**src/rtl/seg7_pkg.sv**
```systemverilog
// Shared types and glyph table for the multiplexed 7-segment display driver.
// Segment vectors are active-low; bit order follows the seg_t field order.
package seg7_pkg;

  // MSB = a ... LSB = g
  typedef struct packed {
    logic a, b, c, d, e, f, g;
  } seg_t;

  localparam seg_t GLYPH_0   = 7'b0000001;
  localparam seg_t GLYPH_1   = 7'b1001111;
  localparam seg_t GLYPH_2   = 7'b0010010;
  localparam seg_t GLYPH_3   = 7'b0000110;
  localparam seg_t GLYPH_4   = 7'b1001100;
  localparam seg_t GLYPH_5   = 7'b0100100;
  localparam seg_t GLYPH_6   = 7'b0100000;
  localparam seg_t GLYPH_7   = 7'b0001111;
  localparam seg_t GLYPH_8   = 7'b0000000;
  localparam seg_t GLYPH_9   = 7'b0000100;
  localparam seg_t GLYPH_A   = 7'b0001000;
  localparam seg_t GLYPH_B   = 7'b1100000;
  localparam seg_t GLYPH_C   = 7'b0110001;
  localparam seg_t GLYPH_D   = 7'b1000010;
  localparam seg_t GLYPH_E   = 7'b0110000;
  localparam seg_t GLYPH_F   = 7'b0111000;
  localparam seg_t SEG_BLANK = 7'b1111111;

endpackage

```
**src/rtl/seg7_scan_mux_if.sv**
```systemverilog
// Load-side and display-side signals of the scan mux; the datapath drives
// the master side, the display driver implements the slave side.
interface seg7_scan_mux_if
  import seg7_pkg::*;
#(
  parameter int NUM_DIGITS = 4
);
  localparam int IDX_W = (NUM_DIGITS > 1) ? $clog2(NUM_DIGITS) : 1;

  logic                    load;
  logic [4*NUM_DIGITS-1:0] value;
  logic [NUM_DIGITS-1:0]   dp;
  logic [NUM_DIGITS-1:0]   blank;
  logic [NUM_DIGITS-1:0]   an;
  seg_t                    seg;
  logic                    dp_n;
  logic [IDX_W-1:0]        digit_idx;

  modport master (output load, value, dp, blank,
                  input  an, seg, dp_n, digit_idx);
  modport slave  (input  load, value, dp, blank,
                  output an, seg, dp_n, digit_idx);
endinterface

```
**src/rtl/seg7_glyph_dec.sv**
```systemverilog
// Nibble to active-low 7-segment glyph. With hex_mode_i low, codes above 9
// decode to an all-off pattern.
module seg7_glyph_dec
  import seg7_pkg::*;
(
  input  logic [3:0] nib_i,
  input  logic       hex_mode_i,
  output seg_t       glyph_o
);
  always_comb begin
    glyph_o = SEG_BLANK;
    case (nib_i)
      4'h0: glyph_o = GLYPH_0;
      4'h1: glyph_o = GLYPH_1;
      4'h2: glyph_o = GLYPH_2;
      4'h3: glyph_o = GLYPH_3;
      4'h4: glyph_o = GLYPH_4;
      4'h5: glyph_o = GLYPH_5;
      4'h6: glyph_o = GLYPH_6;
      4'h7: glyph_o = GLYPH_7;
      4'h8: glyph_o = GLYPH_8;
      4'h9: glyph_o = GLYPH_9;
      4'hA: glyph_o = hex_mode_i ? GLYPH_A : SEG_BLANK;
      4'hB: glyph_o = hex_mode_i ? GLYPH_B : SEG_BLANK;
      4'hC: glyph_o = hex_mode_i ? GLYPH_C : SEG_BLANK;
      4'hD: glyph_o = hex_mode_i ? GLYPH_D : SEG_BLANK;
      4'hE: glyph_o = hex_mode_i ? GLYPH_E : SEG_BLANK;
      default: glyph_o = hex_mode_i ? GLYPH_F : SEG_BLANK;
    endcase
  end
endmodule

```
**src/rtl/seg7_scan_mux.sv**
```systemverilog
// Time-multiplexed N-digit common-anode 7-segment driver: shadow-latched
// value, cyclic digit scan, leading-zero blanking and anode dead-time.
module seg7_scan_mux
  import seg7_pkg::*;
#(
  parameter int NUM_DIGITS  = 4,
  parameter int DIV_CYCLES  = 100000,
  parameter int HEX_MODE    = 1,
  parameter int LZ_BLANK    = 0,
  parameter int DEAD_CYCLES = 1
)(
  input  logic           clk,
  input  logic           rst_n,
  seg7_scan_mux_if.slave bus
);
  localparam int IDX_W = (NUM_DIGITS > 1) ? $clog2(NUM_DIGITS) : 1;
  localparam int DIV_W = $clog2(DIV_CYCLES);

  logic [NUM_DIGITS-1:0][3:0] value_q;
  logic [NUM_DIGITS-1:0]      dp_q, blank_q;
  logic [DIV_W-1:0]           div_q, div_d;
  logic [IDX_W-1:0]           idx_q, idx_d;
  logic [NUM_DIGITS-1:0]      an_q, an_d;
  seg_t                       seg_q, seg_d, glyph;
  logic                       dp_n_q, dp_n_d;
  logic [NUM_DIGITS-1:0]      nz_from, lz_dark;
  logic [3:0]                 nib;
  logic                       slot_end, in_dead, dark;

  always_ff @(posedge clk or negedge rst_n) begin
    if (!rst_n) begin
      value_q <= '0;
      dp_q    <= '0;
      blank_q <= '0;
    end else if (bus.load) begin
      value_q <= bus.value;
      dp_q    <= bus.dp;
      blank_q <= bus.blank;
    end
  end

  // nz_from[i]: some nibble at position i or above is non-zero
  assign nz_from[NUM_DIGITS-1] = |value_q[NUM_DIGITS-1];
  for (genvar i = NUM_DIGITS - 2; i >= 0; i--) begin : g_nz
    assign nz_from[i] = (|value_q[i]) | nz_from[i+1];
  end
  for (genvar i = 0; i < NUM_DIGITS; i++) begin : g_lz
    assign lz_dark[i] = (LZ_BLANK != 0) && (i != 0) && !nz_from[i];
  end

  assign nib = value_q[idx_q];

  seg7_glyph_dec u_dec (
    .nib_i      (nib),
    .hex_mode_i (HEX_MODE != 0),
    .glyph_o    (glyph)
  );

  always_comb begin
    slot_end = (div_q == DIV_W'(DIV_CYCLES - 1));
    in_dead  = (div_q < DIV_W'(DEAD_CYCLES));
    div_d    = slot_end ? '0 : div_q + 1'b1;
    idx_d    = idx_q;
    if (slot_end)
      idx_d = (idx_q == IDX_W'(NUM_DIGITS - 1)) ? '0 : idx_q + 1'b1;
    dark = blank_q[idx_q] | lz_dark[idx_q] | ((HEX_MODE == 0) && (nib > 4'd9));
    // cathodes hold through the dead window; only the anodes go off
    an_d   = in_dead ? '1 : ~(NUM_DIGITS'(1) << idx_q);
    seg_d  = in_dead ? seg_q : (dark ? SEG_BLANK : glyph);
    dp_n_d = in_dead ? dp_n_q : (dark | ~dp_q[idx_q]);
  end

  always_ff @(posedge clk or negedge rst_n) begin
    if (!rst_n) begin
      div_q  <= '0;
      idx_q  <= '0;
      an_q   <= '1;
      seg_q  <= SEG_BLANK;
      dp_n_q <= 1'b1;
    end else begin
      div_q  <= div_d;
      idx_q  <= idx_d;
      an_q   <= an_d;
      seg_q  <= seg_d;
      dp_n_q <= dp_n_d;
    end
  end

  assign bus.an        = an_q;
  assign bus.seg       = seg_q;
  assign bus.dp_n      = dp_n_q;
  assign bus.digit_idx = idx_q;

endmodule
```
**src/flat_wrapper.sv**
```systemverilog
// flat-port wrapper written by rule: the top's interface ports become plain ports
module seg7_scan_mux_flat import seg7_pkg::*;
#(
  parameter int NUM_DIGITS  = 4,
  parameter int DIV_CYCLES  = 100000,
  parameter int HEX_MODE    = 1,
  parameter int LZ_BLANK    = 0,
  parameter int DEAD_CYCLES = 1
)
  (clk, rst_n, bus_load, bus_value, bus_dp, bus_blank, bus_an, bus_seg, bus_dp_n, bus_digit_idx);
  seg7_scan_mux_if #(.NUM_DIGITS(NUM_DIGITS)) bus_i ();
  input  logic clk;
  input  logic rst_n;
  input wire logic [$bits(bus_i.load)-1:0] bus_load;
  input wire logic [$bits(bus_i.value)-1:0] bus_value;
  input wire logic [$bits(bus_i.dp)-1:0] bus_dp;
  input wire logic [$bits(bus_i.blank)-1:0] bus_blank;
  output wire logic [$bits(bus_i.an)-1:0] bus_an;
  output wire logic [$bits(bus_i.seg)-1:0] bus_seg;
  output wire logic [$bits(bus_i.dp_n)-1:0] bus_dp_n;
  output wire logic [$bits(bus_i.digit_idx)-1:0] bus_digit_idx;
  assign bus_i.load = bus_load;
  assign bus_i.value = bus_value;
  assign bus_i.dp = bus_dp;
  assign bus_i.blank = bus_blank;
  assign bus_an = bus_i.an;
  assign bus_seg = bus_i.seg;
  assign bus_dp_n = bus_i.dp_n;
  assign bus_digit_idx = bus_i.digit_idx;
  seg7_scan_mux #(.NUM_DIGITS(NUM_DIGITS), .DIV_CYCLES(DIV_CYCLES), .HEX_MODE(HEX_MODE), .LZ_BLANK(LZ_BLANK), .DEAD_CYCLES(DEAD_CYCLES)) u_core (.clk(clk), .rst_n(rst_n), .bus(bus_i));
endmodule
```
**config.mk**
```make
export PLATFORM = sky130hd
export DESIGN_NAME = seg7_scan_mux_flat
export DESIGN_NICKNAME = d
export VERILOG_FILES = /design/src/rtl/seg7_pkg.sv /design/src/rtl/seg7_scan_mux_if.sv /design/src/rtl/seg7_glyph_dec.sv /design/src/rtl/seg7_scan_mux.sv /design/src/flat_wrapper.sv
export SDC_FILE = /design/constraint.sdc
export NUM_CORES = 1
export LEC_CHECK = 0
export ABC_CLOCK_PERIOD_IN_PS = 5750
export CAP_MARGIN = 20
export CORE_MARGIN = 3
export CORE_UTILIZATION = 50
export DETAILED_ROUTE_END_ITERATION = 7
export GPL_TIMING_DRIVEN = 0
export PLACE_DENSITY = 0.81
export SLEW_MARGIN = 20
export SYNTH_ARGS = -nofsm -noshare
export SYNTH_HDL_FRONTEND = slang
export SYNTH_SLANG_ARGS = --single-unit
```
**constraint.sdc**
```tcl
create_clock -name clk -period 5.75 [get_ports clk]
set_input_delay 1.4375 -clock clk [delete_from_list [all_inputs] [get_ports clk]]
set_output_delay 1.4375 -clock clk [all_outputs]
set_load 0.005 [all_outputs]
```
==> results.json, run 1 <==
{
  "synth_fa_ha_area_frac": 0.0244,
  "area_growth_pct": 21.5,
  "clkLatencyLatePin_ns": 0.30,
  "antenna_found_initial": 0,
  "routedWlPerCell_um": 14.0,
  "synth_edf_count": 0,
  "first_pass_iters": 4,
  "die_width_um": 77.7,
  "drcViolationCount": 0,
  "synth_top_family_by_area": "multiplexers",
  "cts_tree": "yes",
  "design_area_sq_um": 3120,
  "place_inst": 321,
  "reg2reg_from": "u_core.div_q[0]$_DFF_PN0_",
  "critPathTopFamily": "flip-flops",
  "drv_cap": 0,
  "post_cts.repair.setup_buffers": 0,
  "syn_avg_cell_area_sq_um": 11.9,
  "finalMaxSlewViolations": 0,
  "slew_headroom": 0.554,
  "ys_seq_elements": 55,
  "syn_nets": 247,
  "ctsHoldBuffers": 0,
  "status": "complete, no violations",
  "synthArstFlopShare": 1.00,
  "grt_pass1_vias": 1661,
  "critPathRequiredTime_ns": 4.31,
  "clk_pin_slew_ns": 0.09,
  "p_per_area_nw_per_um2": 237,
  "ant_nets": 0,
  "crit_start": "u_core.bus.dp_n$_DFFE_PN1P_",
  "clockBufferDepth": 2,
  "skew_ns": 0.0113,
  "arrival_ns": 1.35,
  "row_count": 25,
  "start_kind": "register",
  "holdCritPathClass": "reg -> reg",
  "core_sq_um": 4850,
  "hold_violations": 0,
  "yosys-mux-area-fraction": 0.158,
  "port_buffers": 39,
  "power_uw": 739,
  "period_share": 0.485,
  "crit_path_end_kind": "output pin",
  "io_pins": 41,
  "cpPeakStageDelay_ns": 0.55,
  "hp-start": "u_core.div_q[6]$_DFF_PN0_",
  "tightestPinTransition_ns": 0.663,
  "drtIter0Drc": 91,
  "setup_violations": 0,
  "htreeDepth": 2,
  "antennaDiodeCount": 0,
  "ctsResizeCount": 0,
  "fmax_mhz": 359,
  "syn_area_sq_um": 2570,
  "final_cells": 329,
  "viasPerCell": 5.33,
  "ir_drop_mv": 0.174,
  "cts.sinks": 55,
  "synth_xor_area_frac": 0.0580,
  "grt_overflow_total": 0,
  "cts_buffers": 5,
  "yosysTopAreaCellShare": 0.419,
  "ys_warn_count": 0,
  "die_area_sq_um": 6030,
  "start_util": 0.530,
  "synth_cell_type_count": 36,
  "routed_wl_um": 4610,
  "nFillCells": 378,
  "crit_chain": "clkdlybuf4s50_1",
  "grt_pass1_wl_um": 8000,
  "clockRootBuffer": "clkbuf_8",
  "syn_inst": 215,
  "drive_above_1_share": 0.206,
  "grtUsageTotal": 0.167,
  "synth-seq-area-share": 0.542,
  "crit_fanout": 2,
  "ys_top_cells_by_count": "dfrtp_1, mux2_2, nor2_1",
  "yosys.area_share.simple": 0.131,
  "synth.most_common_cell": "dfrtp_1",
  "fin_nets": 293,
  "grt_max_degree": 56,
  "critPathSlowestCell": "dfstp_2",
  "endpoint": "bus_dp_n",
  "min_path_cells": 1,
  "reg2reg_depth": 5,
  "dpl_cell_area_sq_um": 3040,
  "die_h_um": 77.7,
  "yosysTopAreaCell": "dfrtp_1",
  "synth_ff_type": "dfrtp_1",
  "hold-worst-slack_ns": 0.495,
  "regToRegEndpoint": "u_core.bus.digit_idx[1]$_DFFE_PN0N_",
  "worst-path-buf-inv": 1,
  "path_class": "reg -> out",
  "min_period_ns": 2.79,
  "num_vias": 1755,
  "netlist_top_cells_area": "dfrtp_1, dfstp_2, mux2_2",
  "p_leak_nw": 1.26,
  "rrSetupSlack_ns": 3.61,
  "place_hpwl_um": 3410,
  "rsz0062_at_grt": "false",
  "synth_compound_area_frac": 0.0531,
  "setup_tns_ns": 0,
  "finalWeightedCongestion": 0.820,
  "path_depth": 1
}
cells by family (layout without fill, tap and decap cells):
| family | count (synthesis) | count (layout) |
|---|---|---|
| flip-flops | 55 | 55 |
| AND/OR/NAND/NOR | 68 | 68 |
| AO/OA/AOI/OAI | 22 | 22 |
| multiplexers | 30 | 30 |
| buffers and inverters | 18 | 65 |
| adder cells (fa/ha/maj) | 5 | 5 |
| XOR/XNOR | 17 | 17 |
placed cells by master (no fill, tap or decap), drive strengths merged, types with 11 or more instances in the layout:
cell,instances
clkbuf,16
clkdlybuf4s50,38
dfrtp,43
dfstp,12
mux2,24
nand2,14
nor2,22
xnor2,11
per-stage QoR:
step                      setup slack (ns)   util
final                                 2.96  0.644
after global routing                  2.92  0.644
after CTS                             2.94  0.644
after detailed placement              3.00  0.627
after global placement                1.65  0.628
after floorplan                       3.27      -
sequential cells by signal, summed over array words and instances, names as in the netlist:
register,count
u_core.dp_q,4
u_core.value_q,16
u_core.div_q,17
u_core.bus.digit_idx,2
u_core.blank_q,4
u_core.bus.an,4
u_core.bus.seg,7
u_core.bus.dp_n,1
final cells by class:
class,count,area [sq um],share of cell area
tap,67,83.8,0.0269
clock buffer,8,80.1,0.0257
timing repair buffer,39,388,0.124
buffer,12,66.3,0.0213
multi-input combinational,142,1090,0.349
sequential,55,1390,0.446
inverter,6,22.5,0.00722
routing by layer:
metal  global-route usage  up-vias  wire length [um]
met2                0.263       39              2110
met3               0.0383        5               213
met1                0.235      875              2240
met4               0.0427        0                56
li1                     -      836                 -
met5                    0        -                 0
power breakdown:
| part | switching, mW | internal, mW | total [mW] |
|---|---|---|---|
| combinational | 0.0425 | 0.0661 | 0.109 |
| clock | 0.113 | 0.0868 | 0.199 |
| sequential | 0.0131 | 0.418 | 0.431 |
| total | 0.168 | 0.571 | 0.739 |
how the worst min path moves through the flow:
| stage | to | slack (ns) |
|---|---|---|
| 6_report | u_core.div_q[6]$_DFF_PN0_ | 0.49 |
| 5_1_grt | u_core.div_q[6]$_DFF_PN0_ | 0.53 |
| 4_1_cts | u_core.div_q[6]$_DFF_PN0_ | 0.50 |
| 3_5_place_dp | u_core.div_q[6]$_DFF_PN0_ | 0.48 |
| 3_3_place_gp | u_core.div_q[6]$_DFF_PN0_ | 0.48 |
| 2_1_floorplan | u_core.div_q[12]$_DFF_PN0_ | 0.46 |
worst reg2reg max path: stages (launching register included):
cell      delay, ns
dfrtp_1        0.42
ha_1           0.23
nand4_1        0.20
nor4_1         0.61
clkbuf_1       0.42
o21ai_0        0.13
(Power assumes the default switching activity.)
==> run 2: changes to the inputs <==
--- a/config.mk
+++ b/config.mk
@@ -5,13 +5,13 @@
 export SDC_FILE = /design/constraint.sdc
 export NUM_CORES = 1
 export LEC_CHECK = 0
-export ABC_CLOCK_PERIOD_IN_PS = 5750
+export ABC_CLOCK_PERIOD_IN_PS = 2300
 export CAP_MARGIN = 20
 export CORE_MARGIN = 3
-export CORE_UTILIZATION = 50
+export CORE_UTILIZATION = 48
 export DETAILED_ROUTE_END_ITERATION = 7
 export GPL_TIMING_DRIVEN = 0
-export PLACE_DENSITY = 0.81
+export PLACE_DENSITY = 0.82
 export SLEW_MARGIN = 20
 export SYNTH_ARGS = -nofsm -noshare
 export SYNTH_HDL_FRONTEND = slang
==> constraint.sdc (replaced) <==
create_clock -name clk -period 2.3 [get_ports clk]
set_input_delay 0.575 -clock clk [delete_from_list [all_inputs] [get_ports clk]]
set_output_delay 0.575 -clock clk [all_outputs]
set_load 0.005 [all_outputs]
==> run 2 against run 1 <==
Compared with the run above: clock skew hardly changed; hold slack worse by 0.21 ns; non-clock buffer count stayed put; largest cell class unchanged.
==> results.json, run 2 (synthesis gave the netlist of run 1 again) <==
{
  "status": "complete, no violations",
  "tightestPinTransition_ns": 0.659,
  "period_share": 0.889,
  "cts_tree": "yes",
  "clockRootBuffer": "clkbuf_8",
  "drive_above_1_share": 0.214,
  "p_clk_frac": 0.318,
  "ctsResizeCount": 0,
  "finalMaxSlewViolations": 0,
  "critPathRequiredTime_ns": 2.48,
  "hold_violations": 0,
  "path_class": "reg -> reg",
  "switchingPower_uw": 439,
  "first_pass_iters": 4,
  "fin_ws_ns": 0.254,
  "arrival_ns": 2.23,
  "post_cts.repair.setup_buffers": 0,
  "top_register": "u_core.div_q",
  "grt_pass1_vias": 1724,
  "htreeDepth": 2,
  "clockBufferDepth": 2,
  "viasPerCell": 5.25,
  "core_sq_um": 4940,
  "setup_violations": 0,
  "seqCellArea_sq_um": 1390,
  "routed_wl_um": 4810,
  "die_area_sq_um": 6270,
  "clkLatencyLatePin_ns": 0.31,
  "crit_fanout": 10,
  "p_comb_frac": 0.138,
  "start_util": 0.520,
  "port_buffers": 39,
  "row_count": 25,
  "skew_ns": 0.0118,
  "drcViolationCount": 0,
  "pre_cts_slack_ns": 0.150,
  "finalWeightedCongestion": 0.810,
  "slew_headroom": 0.561,
  "clk_pin_slew_ns": 0.10,
  "multi_input_area_sq_um": 1090,
  "layout_commonest_cell": "dfrtp_1",
  "antenna_found_initial": 0,
  "area_growth_pct": 22.7,
  "dpl_cell_area_sq_um": 3040,
  "fin_nets": 293,
  "die_width_um": 79.2,
  "grt_max_degree": 56,
  "mostFrequentLayoutCells": "dfrtp_1, clkdlybuf4s50_1, mux2_2, nor2_1, nand2_1",
  "die_h_um": 79.2,
  "ir_drop_mv": 0.497,
  "place_hpwl_um": 3530,
  "start_kind": "register",
  "power_frac_seq": 0.545,
  "switching_share": 0.222,
  "p_leak_nw": 1.28,
  "place_inst": 321,
  "num_vias": 1727,
  "cts_buffers": 5,
  "drtIter0Drc": 105,
  "drv_cap": 0,
  "ant_nets": 0,
  "grtUsageTotal": 0.176,
  "holdCritPathClass": "in -> async",
  "routedWlPerCell_um": 14.6,
  "largest_register_ffs": 17,
  "rsz0062_at_grt": "false",
  "cellInternalPower_mw": 1.54,
  "cts.sinks": 55,
  "final_cells": 329,
  "crit_path_end_kind": "register",
  "fmax_mhz": 489,
  "ctsHoldBuffers": 0,
  "setup_tns_ns": 0,
  "antennaDiodeCount": 0,
  "grt_overflow_total": 0,
  "min_period_ns": 2.05,
  "io_pins": 41,
  "grt_pass1_wl_um": 8440,
  "design_area_sq_um": 3150,
  "p_per_area_nw_per_um2": 626,
  "nFillCells": 397
}
==> run 2: final cells by class <==
type	instances	area share
inverters	6	0.00714
clock inverters	1	0.00952
clock buffers	7	0.0242
flip-flops and latches	55	0.441
multi-input cells	142	0.347
repair buffers	39	0.123
plain buffers	12	0.0210
well taps	67	0.0266
==> run 2: power groups by stage <==
| stage | combinational [mW] | sequential, mW | clock, mW |
|---|---|---|---|
| 5_1_grt | 0.298 | 1.09 | 0.688 |
| 2_1_floorplan | 0.146 | 1.09 | 0 |
| 6_report | 0.272 | 1.08 | 0.627 |
| 4_1_cts | 0.275 | 1.08 | 0.644 |
| 3_3_place_gp | 0.269 | 1.09 | 0 |
| 3_5_place_dp | 0.275 | 1.10 | 0 |
==> run 2: final timing paths <==
kind                                                            end  slack (ns)                        from  cells after the start
worst max-delay path            u_core.bus.digit_idx[0]$_DFFE_PN0N_        0.25   u_core.div_q[0]$_DFF_PN0_                      5
worst min-delay path                  u_core.value_q[6]$_DFFE_PN0P_        0.29                       rst_n                      1
worst max register to register  u_core.bus.digit_idx[0]$_DFFE_PN0N_        0.25   u_core.div_q[0]$_DFF_PN0_                      5
worst min register to register           u_core.div_q[12]$_DFF_PN0_        0.50  u_core.div_q[12]$_DFF_PN0_                      1
max in group asynchronous                u_core.div_q[10]$_DFF_PN0_        1.56                       rst_n                      1
min in group clk                         u_core.div_q[12]$_DFF_PN0_        0.50  u_core.div_q[12]$_DFF_PN0_                      1
==> run 2: metrics by stage <==
| step | hold slack, ns | utilization | power (mW) |
|---|---|---|---|
| 2_1_floorplan | 0.279 | - | 1.23 |
| 3_3_place_gp | 0.486 | 0.616 | 1.36 |
| 3_5_place_dp | 0.492 | 0.615 | 1.37 |
| 4_1_cts | 0.313 | 0.637 | 2.00 |
| 5_1_grt | 0.343 | 0.638 | 2.07 |
| 6_report | 0.287 | 0.638 | 1.97 |
==> run 2: per-layer routing <==
layer	vias to the layer above	routed length, um	track usage	part of all wire
li1	843	-	-	-
met1	836	2250	0.244	0.47
met3	6	210	0.0374	0.044
met2	42	2280	0.270	0.47
met5	-	0	0	0
met4	0	64	0.0704	0.013
==> run 2: worst max-delay path, cell delays in order (launching register included) <==
cell and delay, ns:
dfrtp_1 0.44, ha_1 0.24, nand4_1 0.22, nor4_2 0.45, clkbuf_1 0.42, o21ai_0 0.14
==> run 3: changes to the inputs <==
--- a/config.mk
+++ b/config.mk
@@ -6,11 +6,9 @@
 export NUM_CORES = 1
 export LEC_CHECK = 0
 export ABC_CLOCK_PERIOD_IN_PS = 2300
-export CAP_MARGIN = 20
 export CORE_MARGIN = 3
 export CORE_UTILIZATION = 48
 export DETAILED_ROUTE_END_ITERATION = 7
-export GPL_TIMING_DRIVEN = 0
 export PLACE_DENSITY = 0.82
 export SLEW_MARGIN = 20
 export SYNTH_ARGS = -nofsm -noshare
==> run 3 against run 2 <==
Compared with the run above: count of clock-buffer cells in the layout did not move; die area did not move; global-route usage fell by 1.4 points.
==> results.json, run 3 (synthesis gave the netlist of run 1 again) <==
{
  "status": "complete, no violations",
  "fmax_mhz": 461,
  "final_util": 0.633,
  "slew_headroom": 0.594,
  "tightestPinTransition_ns": 0.605,
  "row_count": 25,
  "holdCritPathClass": "in -> async",
  "antenna_found_initial": 0,
  "min_period_ns": 2.17,
  "first_pass_iters": 4,
  "critPathRequiredTime_ns": 1.73,
  "area_growth_pct": 21.9,
  "ctsHoldBuffers": 0,
  "grt_pass1_vias": 1676,
  "io_pins": 41,
  "fin_nets": 288,
  "layout_commonest_cell": "dfrtp_1",
  "num_vias": 1713,
  "largest_register_ffs": 17,
  "grtUsageTotal": 0.162,
  "viasPerCell": 5.29,
  "crit_path_end_kind": "output pin",
  "finalWeightedCongestion": 0.876,
  "period_share": 0.942,
  "cts_tree": "yes",
  "routed_wl_um": 4650,
  "routedWlPerCell_um": 14.3,
  "drcViolationCount": 0,
  "die_area_sq_um": 6270,
  "rsz0062_at_grt": "false",
  "clockBufferDepth": 2,
  "die_h_um": 79.2,
  "place_hpwl_um": 3360,
  "path_class": "reg -> out",
  "cts.sinks": 55,
  "start_kind": "register",
  "antennaDiodeCount": 0,
  "finalMaxSlewViolations": 0,
  "grt_overflow_total": 0,
  "nFillCells": 416,
  "post_cts.repair.setup_buffers": 0,
  "clockRootBuffer": "clkbuf_8",
  "ant_nets": 0,
  "ctsResizeCount": 0,
  "seqCellArea_sq_um": 1390,
  "port_buffers": 40,
  "setup_violations": 0,
  "mostFrequentLayoutCells": "dfrtp_1, clkdlybuf4s50_1, mux2_2, nor2_1, nand2_1",
  "drv_cap": 0,
  "reg2reg_from": "u_core.bus.digit_idx[0]$_DFFE_PN0N_",
  "setup_tns_ns": 0,
  "ir_drop_mv": 0.531,
  "p_per_area_nw_per_um2": 602,
  "crit_fanout": 7,
  "regToRegEndpoint": "u_core.bus.seg[6]$_DFFE_PN1P_",
  "cts_buffers": 5,
  "p_leak_nw": 1.28,
  "start_util": 0.520,
  "core_sq_um": 4940,
  "grt_max_degree": 56,
  "drtIter0Drc": 75,
  "grt_pass1_wl_um": 7900,
  "htreeDepth": 2,
  "skew_ns": 0.0136,
  "rrSetupSlack_ns": 0.29,
  "drive_above_1_share": 0.222,
  "die_width_um": 79.2,
  "power_mw": 1.89,
  "clkLatencyLatePin_ns": 0.31,
  "top_register": "u_core.div_q",
  "hold_violations": 0,
  "reg2reg_depth": 5,
  "arrival_ns": 1.59,
  "hold-worst-slack_ns": 0.251,
  "multi_input_area_sq_um": 1090,
  "clk_pin_slew_ns": 0.09
}
## run 3: cell types whose count changed in the layout (fill, tap and decap cells not counted)
cell,change
clkbuf_1,-8
buf_4,+4
buf_6,-2
buf_12,+1
buf_2,-1
bufinv_16,-1
clkbuf_4,-1
clkbuf_8,+1
clkdlybuf4s50_1,+1
clkinv_2,+1
nor4_1,+1
nor4_2,-1
## run 3: worst max path at each step
stage | startpoint | endpoint | slack [ns] | cells after the start
floorplan | u_core.bus.digit_idx[0]$_DFFE_PN0N_ | u_core.bus.seg[1]$_DFFE_PN1P_ | 0.44 | 6
global placement | u_core.bus.digit_idx[0]$_DFFE_PN0N_ | u_core.bus.seg[1]$_DFFE_PN1P_ | 0.32 | 4
detailed placement | u_core.bus.digit_idx[0]$_DFFE_PN0N_ | u_core.bus.seg[1]$_DFFE_PN1P_ | 0.28 | 4
CTS | u_core.bus.digit_idx[0]$_DFFE_PN0N_ | bus_digit_idx[0] | 0.09 | 2
global route | u_core.bus.digit_idx[0]$_DFFE_PN0N_ | bus_digit_idx[0] | 0.03 | 2
finish | u_core.bus.digit_idx[0]$_DFFE_PN0N_ | bus_digit_idx[0] | 0.13 | 2
## run 3: routing by layer
layer  vias up  share of wire  track usage
met5         -              0            0
met4         0          0.011       0.0584
met3         6          0.051       0.0442
met2        52           0.48        0.258
met1       823           0.46        0.212
li1        832              -            -
## run 3: final cells by class
class / count / area share
well taps: 67 / 0.0268
inverters: 6 / 0.00719
repair buffers: 46 / 0.145
clock inverters: 1 / 0.00160
clock buffers: 7 / 0.0276
multi-input cells: 142 / 0.348
flip-flops and latches: 55 / 0.444
## run 3: power breakdown
part,internal (mW),switching [mW]
Clock,0.244,0.298
Combinational,0.162,0.104
Sequential,1.04,0.0335
## run 3: worst max-delay path, cell delays in order (launching register included)
cell and delay (ns):
dfrtp_1 0.58, buf_4 0.22, clkdlybuf4s50_1 0.50
## run 3: through the flow
stage	cell area, sq um	setup WS, ns	cells
after floorplan	2570	0.436	215
after global placement	3040	0.324	316
after detailed placement	3040	0.276	316
after CTS	3130	0.0916	324
after global routing	3130	0.0283	324
final	3130	0.133	324
